`src/rtl/serial_subtractor_pkg.sv`:
```
// Shared types and constants for the bit-serial subtractor.
// Imported by the top level and the testbench.
package serial_sub_pkg;

  localparam int WIDTH_DEF = 8;

  typedef enum logic [1:0] {
    IDLE = 2'd0,
    RUN  = 2'd1,
    DONE = 2'd2
  } state_t;

endpackage

```
`src/rtl/serial_subtractor_if.sv`:
```
// Frame control, serial data and result bundle.
// master drives operands, slave is the subtractor.
interface serial_subtractor_if #(
  parameter int WIDTH = 8
) ();

  logic             start;
  logic             bit_valid;
  logic             a_bit;
  logic             b_bit;
  logic             diff_bit;
  logic             diff_valid;
  logic             busy;
  logic             done;
  logic [WIDTH-1:0] result;
  logic             borrow_out;
  logic             ovf;

  modport master (
    output start, bit_valid, a_bit, b_bit,
    input  diff_bit, diff_valid, busy, done,
    input  result, borrow_out, ovf
  );

  modport slave (
    input  start, bit_valid, a_bit, b_bit,
    output diff_bit, diff_valid, busy, done,
    output result, borrow_out, ovf
  );

endinterface

```
`src/rtl/full_subtractor_cell.sv`:
```
// 1-bit full subtractor: d = a - b - bin.
// Counterpart of the 1-bit full adder cell.
module full_subtractor_cell (
  input  logic a,
  input  logic b,
  input  logic bin,
  output logic d,
  output logic bout
);

  // difference and borrow out of this bit position
  assign d    = a ^ b ^ bin;
  assign bout = (~a & b) | (~(a ^ b) & bin);

endmodule

```
`src/rtl/serial_subtractor.sv`:
```
// Bit-serial two's-complement subtractor D = A - B,
// LSB first, one bit per accepted cycle.
module serial_subtractor
  import serial_sub_pkg::*;
#(
  parameter int WIDTH = WIDTH_DEF
) (
  input  logic           clk,
  input  logic           rst,
  serial_subtractor_if.slave bus
);

  localparam int CW = (WIDTH > 1) ? $clog2(WIDTH) : 1;
  localparam logic [CW-1:0] LAST = CW'(WIDTH - 1);

  state_t           r_state;
  logic [CW-1:0]    r_count;
  logic             r_borrow;
  logic [WIDTH-1:0] r_result;
  logic             r_diff_bit;
  logic             r_diff_valid;
  logic             r_busy;
  logic             r_done;
  logic             r_borrow_out;
  logic             r_ovf;

  logic             w_d;
  logic             w_bout;

  full_subtractor_cell u_cell (
    .a    (bus.a_bit),
    .b    (bus.b_bit),
    .bin  (r_borrow),
    .d    (w_d),
    .bout (w_bout)
  );

  // frame FSM, bit counter, borrow chain and result shifter
  always_ff @(posedge clk) begin
    if (rst) begin
      r_state      <= IDLE;
      r_count      <= '0;
      r_borrow     <= 1'b0;
      r_result     <= '0;
      r_diff_bit   <= 1'b0;
      r_diff_valid <= 1'b0;
      r_busy       <= 1'b0;
      r_done       <= 1'b0;
      r_borrow_out <= 1'b0;
      r_ovf        <= 1'b0;
    end else begin
      r_diff_valid <= 1'b0;
      r_done       <= 1'b0;
      unique case (r_state)
        IDLE: begin
          if (bus.start) begin
            r_state      <= RUN;
            r_busy       <= 1'b1;
            r_count      <= '0;
            r_borrow     <= 1'b0;
            r_result     <= '0;
            r_borrow_out <= 1'b0;
            r_ovf        <= 1'b0;
          end
        end
        RUN: begin
          if (bus.bit_valid) begin
            r_diff_bit   <= w_d;
            r_diff_valid <= 1'b1;
            r_borrow     <= w_bout;
            r_result     <= {w_d, r_result[WIDTH-1:1]};
            if (r_count == LAST) begin
              // MSB: borrow in vs out gives signed overflow
              r_count      <= '0;
              r_borrow_out <= w_bout;
              r_ovf        <= r_borrow ^ w_bout;
              r_busy       <= 1'b0;
              r_done       <= 1'b1;
              r_state      <= DONE;
            end else begin
              r_count <= r_count + 1'b1;
            end
          end
        end
        DONE: begin
          r_state <= IDLE;
        end
        default: begin
          r_state <= IDLE;
        end
      endcase
    end
  end

  assign bus.diff_bit   = r_diff_bit;
  assign bus.diff_valid = r_diff_valid;
  assign bus.busy       = r_busy;
  assign bus.done       = r_done;
  assign bus.result     = r_result;
  assign bus.borrow_out = r_borrow_out;
  assign bus.ovf        = r_ovf;

endmodule

```
`src/flat_wrapper.sv`:
```
// flat-port wrapper written by rule: the top's interface ports become plain ports
module serial_subtractor_flat import serial_sub_pkg::*;
#(
  parameter int WIDTH = WIDTH_DEF
)
  (clk, rst, bus_start, bus_bit_valid, bus_a_bit, bus_b_bit, bus_diff_bit, bus_diff_valid, bus_busy, bus_done, bus_result, bus_borrow_out, bus_ovf);
  serial_subtractor_if #(.WIDTH(WIDTH)) bus_i ();
  input  logic clk;
  input  logic rst;
  input wire logic [$bits(bus_i.start)-1:0] bus_start;
  input wire logic [$bits(bus_i.bit_valid)-1:0] bus_bit_valid;
  input wire logic [$bits(bus_i.a_bit)-1:0] bus_a_bit;
  input wire logic [$bits(bus_i.b_bit)-1:0] bus_b_bit;
  output wire logic [$bits(bus_i.diff_bit)-1:0] bus_diff_bit;
  output wire logic [$bits(bus_i.diff_valid)-1:0] bus_diff_valid;
  output wire logic [$bits(bus_i.busy)-1:0] bus_busy;
  output wire logic [$bits(bus_i.done)-1:0] bus_done;
  output wire logic [$bits(bus_i.result)-1:0] bus_result;
  output wire logic [$bits(bus_i.borrow_out)-1:0] bus_borrow_out;
  output wire logic [$bits(bus_i.ovf)-1:0] bus_ovf;
  assign bus_i.start = bus_start;
  assign bus_i.bit_valid = bus_bit_valid;
  assign bus_i.a_bit = bus_a_bit;
  assign bus_i.b_bit = bus_b_bit;
  assign bus_diff_bit = bus_i.diff_bit;
  assign bus_diff_valid = bus_i.diff_valid;
  assign bus_busy = bus_i.busy;
  assign bus_done = bus_i.done;
  assign bus_result = bus_i.result;
  assign bus_borrow_out = bus_i.borrow_out;
  assign bus_ovf = bus_i.ovf;
  serial_subtractor #(.WIDTH(WIDTH)) u_core (.clk(clk), .rst(rst), .bus(bus_i));
endmodule
```
`config.mk`:
```
export PLATFORM = sky130hd
export DESIGN_NAME = serial_subtractor_flat
export DESIGN_NICKNAME = d
export VERILOG_FILES = /design/src/rtl/serial_subtractor_pkg.sv /design/src/rtl/serial_subtractor_if.sv /design/src/rtl/full_subtractor_cell.sv /design/src/rtl/serial_subtractor.sv /design/src/flat_wrapper.sv
export SDC_FILE = /design/constraint.sdc
export NUM_CORES = 1
export LEC_CHECK = 0
export BUFFER_PORTS_ARGS = -buffer_cell sky130_fd_sc_hd__buf_4
export CAP_MARGIN = 20
export CORE_ASPECT_RATIO = 1.1
export CORE_UTILIZATION = 51
export DETAILED_ROUTE_END_ITERATION = 12
export HOLD_SLACK_MARGIN = 0.15
export PLACE_DENSITY = 0.76
export SYNTH_ARGS = -nofsm -noshare
export SYNTH_HDL_FRONTEND = slang
export SYNTH_SLANG_ARGS = --single-unit
```
`constraint.sdc`:
```
create_clock -name clk -period 1.82 [get_ports clk]
set_input_delay 0.182 -clock clk [delete_from_list [all_inputs] [get_ports clk]]
set_output_delay 0.182 -clock clk [all_outputs]
set_load 0.02 [all_outputs]
```
== After elaboration in Yosys (flattened, before gate mapping) ==
Index checks and enable logic that the tools add are counted.
Widths: inputs -> output; s select.

* Add/sub/neg operators: 1
* Equal/unequal tests: 5
* Muxes and demuxes: 26
* Bitwise logic cells: 10
* Reduce and logical (&&, ||, !) cells: 8

{| class="wikitable"
|+ Operator list
! kind !! number
|-
| $mux 8 || 2
|-
| $pmux 8 s2 || 1
|-
| $mux 1 || 11
|-
| $mux 3 || 3
|-
| $pmux 1 s2 || 4
|-
| $mux 2 || 3
|-
| $pmux 3 s2 || 1
|-
| $reduce_and 3->1 || 2
|-
| $ne 2x2->1 const B || 2
|-
| $not 1->1 || 4
|-
| $pmux 2 s2 || 1
|-
| $reduce_and 4->1 || 1
|-
| $add 3x1->3 const B || 1
|-
| $eq 3x3->1 const B || 1
|-
| $reduce_or 3->1 || 1
|-
| $xor 1x1->1 || 3
|-
| $and 1x1->1 || 2
|-
| $eq 2x1->1 const B || 1
|-
| $logic_not 2->1 || 1
|-
| $ne 2x1->1 const B || 1
|-
| $reduce_and 2->1 || 1
|-
| $reduce_bool 2->1 || 1
|-
| $reduce_or 2->1 || 1
|-
| $or 1x1->1 || 1
|}

* Register bits: 20
* Input port bits: 6

== Logic depth before layout (Yosys ltp) ==
* Depth after elaboration: 8
* Mapped depth: 5
* Mapped depth without buffers: 5

== By module ==
A second synthesis with hierarchy kept.

* Cell total of the unflattened synthesis: 85
* Area total of the unflattened synthesis: 845.8 um^2

{| class="wikitable"
|+ Modules (own cells, without submodules)
! module !! times used !! cells an instance !! area each (um^2) !! sequential area each (um^2)
|-
| serial_subtractor || 1 || 81 || 814.5 || 400.4
|-
| full_subtractor_cell || 1 || 4 || 31.3 || 0.0
|}

== Worst setup path after synthesis ==
Ideal clock, no wire load.

* Path kind: reg2reg
* Start point: register u_core.r_count[0]
* End point: register u_core.r_count[0]
* Library setup time: 0.070 ns
* Arrival time: 1.409 ns
* Path slack: 0.340 ns
* Stages on the path, launching flop included: 6
* Path buffers: 0
* Period minus slack after synthesis: 1.480 ns
* Cells stage by stage: dfxtp_1 ha_1 ha_1 nor3b_2 or4b_1 a21oi_1

* Word-level cells in the longest chain between the ends: 4
* Elaborated cells between the ends (all ways): 5
* Those cells by class: 1 x add/sub; 1 x eq/ne; 3 x mux

{| class="wikitable"
|+ RTL lines
! item !! RTL line !! RTL
|-
| from (decl) || serial_subtractor.sv:17 || <nowiki>logic [CW-1:0] r_count;</nowiki>
|-
| from (signal assigned) || serial_subtractor.sv:81 || <nowiki>r_count <= r_count + 1'b1;</nowiki>
|-
| $add 3x1->3 / $eq 3x3->1 (equally long branches) || serial_subtractor.sv:81, serial_subtractor.sv:72 ||
|-
| $mux 3 (*) || serial_subtractor.sv:72 || <nowiki>if (r_count == LAST) begin</nowiki>
|-
| $mux 3 (*) || serial_subtractor.sv:67 || <nowiki>if (bus.bit_valid) begin</nowiki>
|-
| $pmux 3 s2 (*) || serial_subtractor.sv:54 || <nowiki>unique case (r_state)</nowiki>
|}

Every way passes the cells marked *; elsewhere a longest branch is shown, timed or not. The select of a mux whose other input is x is not followed.
A chain may end at the register's enable or synchronous reset.

== Final worst setup path ==
Same ends and word-level chain as after synthesis.

==> results.sh <==
export IMPL_status="finished, final reports clean"
export IMPL_endpoint="u_core.r_count[0]$_SDFFE_PP0P_"
export IMPL_slew_limit_headroom=0.731
export IMPL_cts_tree="yes"
export IMPL_seq_area_sq_um=400
export IMPL_regToRegEndpoint="u_core.r_count[0]$_SDFFE_PP0P_"
export IMPL_synthCells=92
export IMPL_die_h_um=45.4
export IMPL_drive_gt1_frac=0.257
export IMPL_synth_top_area_cell="dfxtp_1"
export IMPL_clkLatencyLatePin_ns=0.29
export IMPL_drcViolationCount=0
export IMPL_h_tree_depth=1
export IMPL_grt_ovfl_total=0
export IMPL_clkPwrFrac=0.273
export IMPL_vdd_drop_max_uv=572
export IMPL_io_pins=20
export IMPL_drtIter0Drc=6
export IMPL_fillers=144
export IMPL_clockRootBuffer="clkbuf_4"
export IMPL_synth_edff_count=0
export IMPL_placementRows=15
export IMPL_crit_arrival_ns=1.83
export IMPL_yosys_register_bits=20
export IMPL_hold_worst_slack_ns=0.209
export IMPL_crit_type="reg2reg"
export IMPL_synth_cell_types=27
export IMPL_grt_util_all_layers=0.188
export IMPL_yosysSeqAreaShare=0.458
export IMPL_p_per_area_nw_per_um2=695
export IMPL_vias=730
export IMPL_clock_sinks=20
export IMPL_layout_common_cells="buf_4 (22), dfxtp_1 (20), a21oi_1 (15)"
export IMPL_cts_resized=0
export IMPL_antenna_found_initial=0
export IMPL_grt_pass1_vias=586
export IMPL_die_w_um=41.5
export IMPL_cts_setup_buffers=0
export IMPL_fin_ws_ns=0.215
export IMPL_p_leak_nw=0.419
export IMPL_path_clk_slew_ns=0.10
export IMPL_grt_max_degree=21
export IMPL_crit_path_start="u_core.r_count[0]$_SDFFE_PP0P_"
export IMPL_cts_buffers=3
export IMPL_dpl_hpwl_mm=1.12
export IMPL_fmax_ghz=0.623
export IMPL_yosys_most_used_dff="dfxtp_1"
export IMPL_fin_crit_ns=1.60
export IMPL_top_layer="met4"
export IMPL_nNetsFinal=120
export IMPL_die_area_sq_um=1880
export IMPL_postRouteAntennaNets=0
export IMPL_wl_met3_um=42
export IMPL_netSwitchingFraction=0.238
export IMPL_final_max_slew_viol_count=0
export IMPL_path_max_fanout=5
export IMPL_min_path_type="in2reg"
export IMPL_cp_end_kind="register"
export IMPL_dp_slack_ns=0.236
export IMPL_drt_total_wl_mm=1.65
export IMPL_firstDrtPassIters=4
export IMPL_synth_top_cell_area_share=0.458
export IMPL_required_ns=2.05
export IMPL_finalClockSkew_ns=0.00115
export IMPL_setup_viol=0
export IMPL_syn_nets=101
export IMPL_r2r_cells=5
export IMPL_wl_met1_um=804
export IMPL_wl_met2_um=795
export IMPL_power_frac_seq=0.617
export IMPL_tightest_slew_ns=0.403
export IMPL_area_delta_synth_final_pct=20.6
export IMPL_grt_pass1_wl_mm=2.73
export IMPL_gp_congestion=0.687
export IMPL_yosys_warnings=0
export IMPL_viasPerCell=5.79
export IMPL_cp_start_kind="register"
export IMPL_multiInputGateArea_sq_um=430
export IMPL_route_detailed_wl_per_inst_um=13.1
export IMPL_cap_violations=0
export IMPL_min_period_over_period=0.882
export IMPL_start_util=0.554
export IMPL_p_int_w=0.000558
export IMPL_power_frac_comb=0.110
export IMPL_switchingPower_w=0.000174
export IMPL_hold_violations=0
export IMPL_fin_tns_setup_ns=0
export IMPL_avgSynthCellArea_sq_um=9.49
export IMPL_ff2ff_setup_slack_ns=0.22
export IMPL_timing_rr_start="u_core.r_count[0]$_SDFFE_PP0P_"
export IMPL_n_antenna_cell=0
export IMPL_synthTopCellsByArea="dfxtp_1 (46%), nand4b_1 (9.0%), a21oi_1 (8.6%), o21ai_0 (7.4%), ha_1 (2.9%)"
export IMPL_port_buffers=19
export IMPL_synthArstFlopShare=0
export IMPL_clockBufferDepth=2
export IMPL_rsz0062_at_grt="false"
export IMPL_synth_area_sq_um=873
export IMPL_layout_cells_most_common="buf_4"
export IMPL_core_area_sq_um=1580
## logic make-up (layout without fill, tap and decap cells)
group           Yosys count  after routing  share of synthesized area
compound gates           32             32                      0.201
xor+xnor                  1              1                     0.0100
fa+ha+maj                 3              3                     0.0516
buf+inv                  10             27                     0.0487
flops                    20             20                      0.458
mux                       1              1                     0.0115
simple gates             25             25                      0.219
## flip-flops by register name (all words and copies together) (netlist names)
signal	cells
u_core.bus.borrow_out	1
u_core.r_count	3
u_core.bus.result	8
u_core.bus.diff_bit	1
u_core.bus.diff_valid	1
u_core.r_borrow	1
u_core.bus.ovf	1
u_core.r_state	2
u_core.bus.done	1
u_core.bus.busy	1
## synthesized netlist by cell type, drive strengths merged (2+ instances only)
cell	n
nand4b	9
o21ai	13
nor2	2
ha	2
buf	2
dfxtp	20
nand2b	3
nor3b	3
nand2	2
a21oi	15
clkbuf	7
o2bb2ai	2
## per-layer routing
metal  vias up  track usage
li1        373            -
met1       345        0.275
met2        10        0.272
met3         2       0.0238
met4         0       0.0968
met5         -            0
## how the worst min path moves through the flow
stage,startpoint,to,slack (ns),cells after the start
after floorplan,rst,u_core.bus.done$_SDFF_PP0_,0.27,1
after global placement,bus_start,u_core.r_state[0]$_SDFFE_PP0P_,0.43,2
after detailed placement,bus_start,u_core.r_state[0]$_SDFFE_PP0P_,0.44,2
after CTS,rst,u_core.bus.result[7]$_SDFFE_PP0P_,0.19,2
after global routing,rst,u_core.r_count[2]$_SDFFE_PP0P_,0.20,2
final,rst,u_core.bus.busy$_SDFFE_PP0P_,0.21,2
## power by group through the flow
stage                     combinational (W)  sequential [W]  clock (W)
final                             0.0000807        0.000451   0.000200
after floorplan                   0.0000449        0.000467          0
after global placement            0.0000778        0.000461          0
after detailed placement          0.0000797        0.000462          0
after global routing              0.0000888        0.000453   0.000230
after CTS                         0.0000814        0.000452   0.000210
## worst max-delay path, cell delays in order, from the launching register on
cell	delay [ns]
dfxtp_1	0.34
ha_1	0.20
ha_1	0.24
nor3b_2	0.19
or4b_1	0.45
a21oi_1	0.13
## timing repair
item	4_1_cts	5_1_grt
hold buffers	1	0
hold endpoints to repair	1	0
endpoints found under the setup margin	0	0
## layout make-up
type,count,area share
Clock buffer,3,0.0214
Multi-Input combinational cell,62,0.409
Tap cell,17,0.0202
Timing Repair Buffer,23,0.166
Sequential cell,20,0.380
Inverter,1,0.00356
## metrics by stage
stage	total power (W)	instance area, sq um	utilization	instances
floorplan	0.000511	873	-	92
global placement	0.000539	1020	0.648	122
detailed placement	0.000541	1020	0.648	122
CTS	0.000743	1050	0.668	126
global route	0.000771	1050	0.668	126
finish	0.000732	1050	0.668	126
Power figures use the tool's default switching activity.
